[src/rtl/ro_puf_engine.sv]
// ro_puf_engine: ring-oscillator PUF response engine.
// Each enabled RO input has its own 3-flop synchroniser. For every challenge
// pair the engine counts synchronised rising edges of the two selected ROs
// over a programmable window, then compares the two counts to give one bit.
// The bits are assembled into a RESP_BITS-wide response behind a
// start/busy/done handshake.
// Optional feature macro: RO_PUF_TIE_MASK_EN adds the tie_mask_o output,
// which flags bits whose counts are within TIE_MARGIN or that saturated.
module ro_puf_engine #(
  parameter int unsigned NUM_RO    = 16,
  parameter int unsigned SEL_W     = 4,
  parameter int unsigned CNT_W     = 12,
  parameter int unsigned WIN_W     = 12,
  parameter int unsigned RESP_BITS = 8
`ifdef RO_PUF_TIE_MASK_EN
  ,
  parameter int unsigned TIE_MARGIN = 2
`endif
) (
  input  logic                           clk_i,
  input  logic                           rst_i,
  input  logic [NUM_RO-1:0]              ro_in_i,
  input  logic                           start_i,
  input  logic [RESP_BITS*2*SEL_W-1:0]   challenge_i,
  input  logic [WIN_W-1:0]               window_i,
  output logic                           ro_enable_o,
  output logic                           busy_o,
  output logic                           done_o,
  output logic [RESP_BITS-1:0]           response_o,
  output logic [CNT_W-1:0]               cnt_a_o,
  output logic [CNT_W-1:0]               cnt_b_o,
  output logic                           sat_o
`ifdef RO_PUF_TIE_MASK_EN
  ,
  output logic [RESP_BITS-1:0]           tie_mask_o
`endif
);

  localparam int unsigned PAIR_W = 2 * SEL_W;
  localparam int unsigned CHAL_W = RESP_BITS * PAIR_W;
  localparam int unsigned IDX_W  = (RESP_BITS > 1) ? $clog2(RESP_BITS) : 1;

  typedef enum logic [2:0] {
    S_IDLE,
    S_CLEAR,
    S_RUN,
    S_FLUSH,
    S_COMPARE,
    S_DONE
  } state_t;

  state_t                state_q;

  // Synchroniser stages and rising-edge strobes
  logic [NUM_RO-1:0]     sync1_q, sync2_q, sync3_q;
  logic [NUM_RO-1:0]     edge_v;

  // Run context latched at start
  logic [CHAL_W-1:0]     chal_q;
  logic [WIN_W-1:0]      win_q;
  logic [IDX_W-1:0]      idx_q;
  logic [PAIR_W-1:0]     pair_sel;

  // Per-pair working state
  logic [SEL_W-1:0]      sel_a_q, sel_b_q;
  logic [WIN_W-1:0]      run_q;
  logic [1:0]            flush_q;
  logic [CNT_W-1:0]      cnt_a_q, cnt_b_q;
  logic [CNT_W-1:0]      cnt_a_d, cnt_b_d;
  logic                  edge_a, edge_b;
  logic                  hit_a, hit_b;

  // Registered outputs
  logic                  ro_en_q;
  logic                  busy_q;
  logic                  done_q;
  logic [RESP_BITS-1:0]  response_q;
  logic [CNT_W-1:0]      cnt_a_out_q, cnt_b_out_q;
  logic                  sat_q;

`ifdef RO_PUF_TIE_MASK_EN
  logic                  pair_sat_q;
  logic [RESP_BITS-1:0]  tie_q;
  logic [CNT_W-1:0]      diff;
  logic                  tie_hit;
`endif

  // Three-flop synchroniser on every RO input
  always_ff @(posedge clk_i or posedge rst_i) begin
    if (rst_i) begin
      sync1_q <= '0;
      sync2_q <= '0;
      sync3_q <= '0;
    end else begin
      sync1_q <= ro_in_i;
      sync2_q <= sync1_q;
      sync3_q <= sync2_q;
    end
  end

  assign edge_v   = sync2_q & ~sync3_q;
  assign pair_sel = chal_q[idx_q*PAIR_W +: PAIR_W];

  // Select both strobes from the same synchronised vector; out-of-range selects read 0
  always_comb begin
    edge_a = 1'b0;
    edge_b = 1'b0;
    for (int unsigned i = 0; i < NUM_RO; i++) begin
      if (32'(sel_a_q) == i) edge_a = edge_v[i];
      if (32'(sel_b_q) == i) edge_b = edge_v[i];
    end
  end

  // Saturating next-count for both counters
  always_comb begin
    cnt_a_d = cnt_a_q;
    cnt_b_d = cnt_b_q;
    hit_a   = 1'b0;
    hit_b   = 1'b0;
    if (edge_a) begin
      if (cnt_a_q == '1) hit_a = 1'b1;
      else               cnt_a_d = cnt_a_q + CNT_W'(1);
    end
    if (edge_b) begin
      if (cnt_b_q == '1) hit_b = 1'b1;
      else               cnt_b_d = cnt_b_q + CNT_W'(1);
    end
  end

`ifdef RO_PUF_TIE_MASK_EN
  // Absolute count difference against the unreliability margin
  always_comb begin
    diff    = (cnt_a_q > cnt_b_q) ? (cnt_a_q - cnt_b_q) : (cnt_b_q - cnt_a_q);
    tie_hit = (32'(diff) <= TIE_MARGIN) || pair_sat_q;
  end
`endif

  // Response FSM: per-pair CLEAR/RUN/FLUSH/COMPARE, then DONE
  always_ff @(posedge clk_i or posedge rst_i) begin
    if (rst_i) begin
      state_q     <= S_IDLE;
      chal_q      <= '0;
      win_q       <= '0;
      idx_q       <= '0;
      sel_a_q     <= '0;
      sel_b_q     <= '0;
      run_q       <= '0;
      flush_q     <= '0;
      cnt_a_q     <= '0;
      cnt_b_q     <= '0;
      ro_en_q     <= 1'b0;
      busy_q      <= 1'b0;
      done_q      <= 1'b0;
      response_q  <= '0;
      cnt_a_out_q <= '0;
      cnt_b_out_q <= '0;
      sat_q       <= 1'b0;
`ifdef RO_PUF_TIE_MASK_EN
      pair_sat_q  <= 1'b0;
      tie_q       <= '0;
`endif
    end else begin
      done_q <= 1'b0;
      case (state_q)
        S_IDLE: begin
          if (start_i) begin
            chal_q     <= challenge_i;
            win_q      <= window_i;
            idx_q      <= '0;
            busy_q     <= 1'b1;
            sat_q      <= 1'b0;
            response_q <= '0;
`ifdef RO_PUF_TIE_MASK_EN
            tie_q      <= '0;
`endif
            state_q    <= S_CLEAR;
          end
        end

        S_CLEAR: begin
          cnt_a_q <= '0;
          cnt_b_q <= '0;
          sel_a_q <= pair_sel[SEL_W-1:0];
          sel_b_q <= pair_sel[PAIR_W-1:SEL_W];
`ifdef RO_PUF_TIE_MASK_EN
          pair_sat_q <= 1'b0;
`endif
          if (win_q == '0) begin
            flush_q <= 2'd2;
            state_q <= S_FLUSH;
          end else begin
            run_q   <= win_q - WIN_W'(1);
            ro_en_q <= 1'b1;
            state_q <= S_RUN;
          end
        end

        S_RUN: begin
          cnt_a_q <= cnt_a_d;
          cnt_b_q <= cnt_b_d;
          if (hit_a || hit_b) begin
            sat_q <= 1'b1;
`ifdef RO_PUF_TIE_MASK_EN
            pair_sat_q <= 1'b1;
`endif
          end
          if (run_q == '0) begin
            ro_en_q <= 1'b0;
            flush_q <= 2'd2;
            state_q <= S_FLUSH;
          end else begin
            run_q <= run_q - WIN_W'(1);
          end
        end

        S_FLUSH: begin
          cnt_a_q <= cnt_a_d;
          cnt_b_q <= cnt_b_d;
          if (hit_a || hit_b) begin
            sat_q <= 1'b1;
`ifdef RO_PUF_TIE_MASK_EN
            pair_sat_q <= 1'b1;
`endif
          end
          if (flush_q == 2'd0) state_q <= S_COMPARE;
          else                 flush_q <= flush_q - 2'd1;
        end

        S_COMPARE: begin
          response_q[idx_q] <= (cnt_a_q > cnt_b_q);
          cnt_a_out_q       <= cnt_a_q;
          cnt_b_out_q       <= cnt_b_q;
`ifdef RO_PUF_TIE_MASK_EN
          tie_q[idx_q]      <= tie_hit;
`endif
          if (idx_q == IDX_W'(RESP_BITS - 1)) begin
            state_q <= S_DONE;
          end else begin
            idx_q   <= idx_q + IDX_W'(1);
            state_q <= S_CLEAR;
          end
        end

        S_DONE: begin
          done_q  <= 1'b1;
          busy_q  <= 1'b0;
          state_q <= S_IDLE;
        end

        default: state_q <= S_IDLE;
      endcase
    end
  end

  assign ro_enable_o = ro_en_q;
  assign busy_o      = busy_q;
  assign done_o      = done_q;
  assign response_o  = response_q;
  assign cnt_a_o     = cnt_a_out_q;
  assign cnt_b_o     = cnt_b_out_q;
  assign sat_o       = sat_q;
`ifdef RO_PUF_TIE_MASK_EN
  assign tie_mask_o  = tie_q;
`endif

endmodule

[config.mk]
export PLATFORM = sky130hd
export DESIGN_NAME = ro_puf_engine
export DESIGN_NICKNAME = d
export VERILOG_FILES = /design/src/rtl/ro_puf_engine.sv
export SDC_FILE = /design/constraint.sdc
export NUM_CORES = 1
export LEC_CHECK = 0
export BUFFER_PORTS_ARGS = -buffer_cell sky130_fd_sc_hd__buf_2
export CORE_ASPECT_RATIO = 2
export CORE_UTILIZATION = 58
export DETAILED_ROUTE_END_ITERATION = 10
export GPL_TIMING_DRIVEN = 0
export PLACE_DENSITY = 0.91
export SLEW_MARGIN = 10
export SYNTH_ARGS = -nofsm -noshare
export SYNTH_HDL_FRONTEND = slang
export SYNTH_SLANG_ARGS = --single-unit
[constraint.sdc]
create_clock -name clk_i -period 7.9 [get_ports clk_i]
set_clock_uncertainty 0.05 [all_clocks]
set_input_delay 0.395 -clock clk_i [delete_from_list [all_inputs] [get_ports clk_i]]
set_output_delay 0.395 -clock clk_i [all_outputs]
set_load 0.02 [all_outputs]
* After elaboration in Yosys (flattened, before gate mapping)
Cells that the tools add are included.
** Storage, ports and cells
- Register bits after elaboration :: 212
- Bits in latches :: 0
- RAM bits :: 0
- Bits in read-only memories :: 0
- Input port bits :: 95
- Output and inout port bits :: 36
- Logic and storage cells :: 181
- Memories :: 0
** Cells by class
- Add/sub/neg operators :: 6
- Multiply operators :: 0
- Div/mod/pow operators :: 0
- Order comparisons :: 3
- Equality and inequality tests :: 51
- Shifts and indexed selects :: 1
- Mux-type cells :: 72
- Bitwise logic cells :: 2
- Reductions and logical operators :: 26
** Operators with widths (count)
- 2-to-1 mux 12 bit :: 6
- one-hot mux 12 bit (2 select lines) :: 3
- == test 4 bit (second input constant) :: 16
- variable part select 64 x 7 -> 8 bit :: 1
- 2-to-1 mux 1 bit :: 44
- == test 4 x 3 -> 1 bit (second input constant) :: 8
- adder 12 x 1 -> 12 bit (second input constant) :: 2
- == test 12 bit (second input constant) :: 2
- logical NOT 12 bit :: 2
- subtractor 12 x 1 -> 12 bit (second input constant) :: 2
- AND reduction 3 bit :: 7
- inequality test 2 bit (second input constant) :: 10
- 2-to-1 mux 3 bit :: 6
- bitwise AND 16 bit :: 1
- == test 4 x 2 -> 1 bit (second input constant) :: 4
- NOT 16 bit :: 1
- one-hot mux 8 bit (2 select lines) :: 1
- one-hot mux 3 bit (5 select lines) :: 1
- > comparator 12 bit :: 1
- nonzero test 2 bit :: 5
- == test 3 bit (second input constant) :: 3
- bitwise mux 8 bit :: 1
- == test 4 x 1 -> 1 bit (second input constant) :: 2
- logical NOT 4 bit :: 2
- other kinds (21) :: 30

* Logic depth before layout (Yosys ltp)
- Word-level depth :: 22
- Mapped depth :: 11
- Depth with buffers taken out :: 9

* Least setup slack after synthesis
OpenSTA, ideal clock, no wires.
- Path kind :: reg2reg
- Start :: reg state_q[2]
- End :: reg run_q[8]
- Library setup time :: 0.133 ns
- Data arrival time :: 2.451 ns
- Required time :: 7.717 ns
- Slack :: 5.266 ns
- Stages on the path, launching flop included :: 12
- Path buffers :: 3
- Clock period less this slack :: 2.634 ns
- Path through :: dfrtp_1 > buf_2 > nor3b_2 > buf_4 > clkbuf_1 > mux2i_1 > ha_1 > o21a_1 > o211ai_1 > a211o_2 > o21ai_0 > a21oi_1
** Between the ends
- Cells in the longest elaborated chain, start to end :: 3
- Elaborated cells between the ends (all ways) :: 7
- Those cells by class :: 4 x eq/ne; 1 x mux; 2 x reduce/logical
** Ends and longest elaborated chain
- start, declared :: RTL line 52 : state_t state_q;
- start signal, assigned :: RTL line 141 : state_q <= S_IDLE;
- start signal, assigned :: RTL line 176 : state_q <= S_CLEAR;
- start signal, assigned :: RTL line 190 : state_q <= S_FLUSH;
- == test 3 x 2 -> 1 bit / == test 3 x 1 -> 1 bit (equally long branches) :: RTL line 164 : case (state_q)
- inequality test 2 bit (no line) / nonzero test 2 bit (equally long branches)
- AND reduction 3 bit (no line)
- end signal, assigned :: RTL line 192 : run_q <= win_q - WIN_W'(1);
- end signal, assigned :: RTL line 212 : run_q <= run_q - WIN_W'(1);
- end, declared :: RTL line 66 : logic [WIN_W-1:0] run_q;
Parallel ways exist; a longest one is shown, timed or not.
A chain may end at the register's enable or synchronous reset.

* Worst setup path in the final report
- Start :: reg state_q[2]
- End :: reg run_q[10]
The elaborated chain is that of the path after synthesis.

==> run metrics <==
Psw 1.668 mW; Mapped Nets around 1,100; Cells after DPL 1,329; Yosys top cell area share between 50% and 60%; Synth async-reset ratio 100.0%; Mapped Cells 994; top_reg_cell synth dfrtp_1; clock slew at reported path FFs 0.07 ns; Num Clock Sinks 212; worst relative slew slack 41.40%; Worst EP arrival 3.72 ns; DRC viols 0; Reg power frac between 30 and 40%; Root Driver clkbuf_16; Setup CP Type reg -> reg; top cells by count, synth nand2_1, dfrtp_1, nor2_1; Final ANT Viol Nets 0; synth unique cells 75; final hold vios 0; fin cells 1,380; area delta synth->final 18.04%; Tot Pwr 4.209 mW; largest net degree at the start of global routing 127; Worst Setup SP state_q[2]$_DFFE_PP0P_; Place WS between 4 and 5 ns; most frequent cell after synthesis nand2_1; Slew Limit Fails 0; Post-synth EDFFs 0; Startpoint Class register; Clock power frac 22.8%; 1st-iter DRT viols approximately 360; Max IR drop VDD 0.2839 mV; nets@finish 1,276; gr ovfl total 0; DP HPWL approximately 18 mm; CP peak stage delay 0.49 ns; Synth area leader dfrtp_1; core region area 16,350 um^2; register area share after synthesis between 50% and 60%; Total GRT Usage around 30%; Via Count slightly above 8,000; Hold/Removal Path Class in -> reg; first-pass GRT wire length 39.76 mm; Sw Share 39.63%; outcome finished clean; # IOs 131; RSZ-0062 raised after global routing no; slowest CP cell clkbuf_1; final hold slack 0.02707 ns; Die Wd 93.75 um; synth top area cells dfrtp_1, nand2_1, mux2i_1, a21oi_1, ha_1; slew at the pin closest to its max-slew limit 0.8758 ns; initial antenna violation count 0; die area 17,390 um^2; Worst R2R Start state_q[2]$_DFFE_PP0P_; final WL ~25 mm; Die H 185.5 um; share of total power in combinational logic 37.7%; R2R depth 11; Pwr per Cell Area 365.2 nW/um^2; Synth Register Bits 212; max frequency 294.2 MHz; # rows between 60 and 70; max-cap viol count 0; vias in the first global route 8,256; Max clock buf depth 3; IO Port Bufs 130; drt pass-1 iters 5; Post-DP Area 10,710 um^2; worst setup margin 4.501 ns; Critical Path RT ~8.2 ns; post-route clock period utilization 43.03%; Ys Warns 0; Final setup viols 0; CTS HTree Levels 1; Starting Density between 50% and 60%; diodes inserted 0; end of the critical path run_q[10]$_DFFE_PP0P_; post-route cell area 11,530 um^2; crit path time final 3.399 ns; layout cells sized above 1 18.45%; total negative slack 0 ns; Mean Syn Cell Area 9.823 um^2; TritonCTS clock tree built; RR Endpoint run_q[10]$_DFFE_PP0P_; Util after Layout 70.49%; Via density 5.884; Pint 2.541 mW; Final Wtd Congestion 0.9017; post-CTS sizing 0; CTS Buf Count 19; DR WL/cell 17.94 um; leakage 5.561 nW; r2r setup slk about 4.5 ns; critical-path maximum fanout 10; cell area after synthesis approximately 9800 um^2; crit path cell chain buf_2 > nor3b_2 > buf_4 > clkbuf_1 > mux2i_1 > ha_1 > o21ai_0 > nor2_1 > nand2_1 > a311oi_1 > a211oi_1; Clk Latency, worst-skew pair approximately 0.50 ns; CP Capture Type register
[layout by cell type (no fill, tap or decap), types with 20 or more instances in the layout]
master	netlist	routed
nand2_1	290	290
clkbuf_1	38	39
a21oi_1	46	46
nor2_1	50	50
o21ai_0	42	42
dfrtp_1	212	212
buf_2	4	134
inv_1	21	20
mux2i_1	28	28
nand3_1	29	29
[worst min-delay path by stage]
stage                     cells past startpoint                endpoint  slack (ns)                  start
after CTS                                     3  chal_q[33]$_DFFE_PP0P_        0.03        challenge_i[33]
final                                         3   chal_q[4]$_DFFE_PP0P_        0.03         challenge_i[4]
after global placement                        0   sync2_q[10]$_DFF_PP0_        0.28  sync1_q[10]$_DFF_PP0_
after detailed placement                      0    sync2_q[1]$_DFF_PP0_        0.28   sync1_q[1]$_DFF_PP0_
after floorplan                               0    sync2_q[0]$_DFF_PP0_        0.28   sync1_q[0]$_DFF_PP0_
after global routing                          3   chal_q[4]$_DFFE_PP0P_        0.04         challenge_i[4]
[cells by family (layout without fill, tap and decap cells)]
logic type      Yosys count  after routing  share of synthesized area [%]
fa+ha+maj                18             18                          2.307
simple gates            470            470                          22.03
mux                      52             52                          6.599
compound gates          162            162                          10.99
xor+xnor                  9              9                         0.8073
flops                   212            212                          54.33
buf+inv                  71            253                          2.934
[layout make-up]
class	instances	area, um^2
Sequential cell	212	5305
Clock buffer	28	589.3
Fill cell	1269	4825
Inverter	21	86.33
Tap cell	204	255.2
Timing Repair Buffer	148	848.3
Clock inverter	6	61.31
Multi-Input combinational cell	711	4173
Buffer	50	207.7
[timing repair]
item                                   in CTS  in global routing
buffers inserted                            0                  0
endpoints found under the hold margin     102                  0
hold buffers                               17                  0
[metal layers]
| metal | track usage, % | share of wire [%] | vias up |
|---|---|---|---|
| met3 | 2.696 | 4.2 | 105 |
| met1 | 32.07 | 34 | 3932 |
| met5 | 0 | 0 | - |
| met4 | 18.09 | 6.1 | 0 |
| met2 | 54.60 | 55 | 306 |
| li1 | - | - | 3777 |
[power groups by stage]
stage	combinational [mW]	sequential (mW)	clock [mW]
final	1.59	1.66	0.959
after global routing	1.75	1.69	1.01
after CTS	1.58	1.66	0.965
after detailed placement	1.56	1.67	0
after global placement	1.50	1.65	0
after floorplan	1.11	1.62	0
[flip-flops by register name, indices dropped and copies added (netlist names), 16 cells and up]
name and cells:
chal_q 64, sync2_q 16, sync1_q 16, sync3_q 16
[critical path: cells and delay by family, from the launching register on]
family	cells	cell delay (ns)
DFF	1	0.36
AOI/OAI and AO/OA	3	0.63
and+or+nand+nor	3	0.77
buffers and inverters	3	0.92
muxes	1	0.27
adders and majority gates	1	0.27
(Power assumes the default switching activity.)
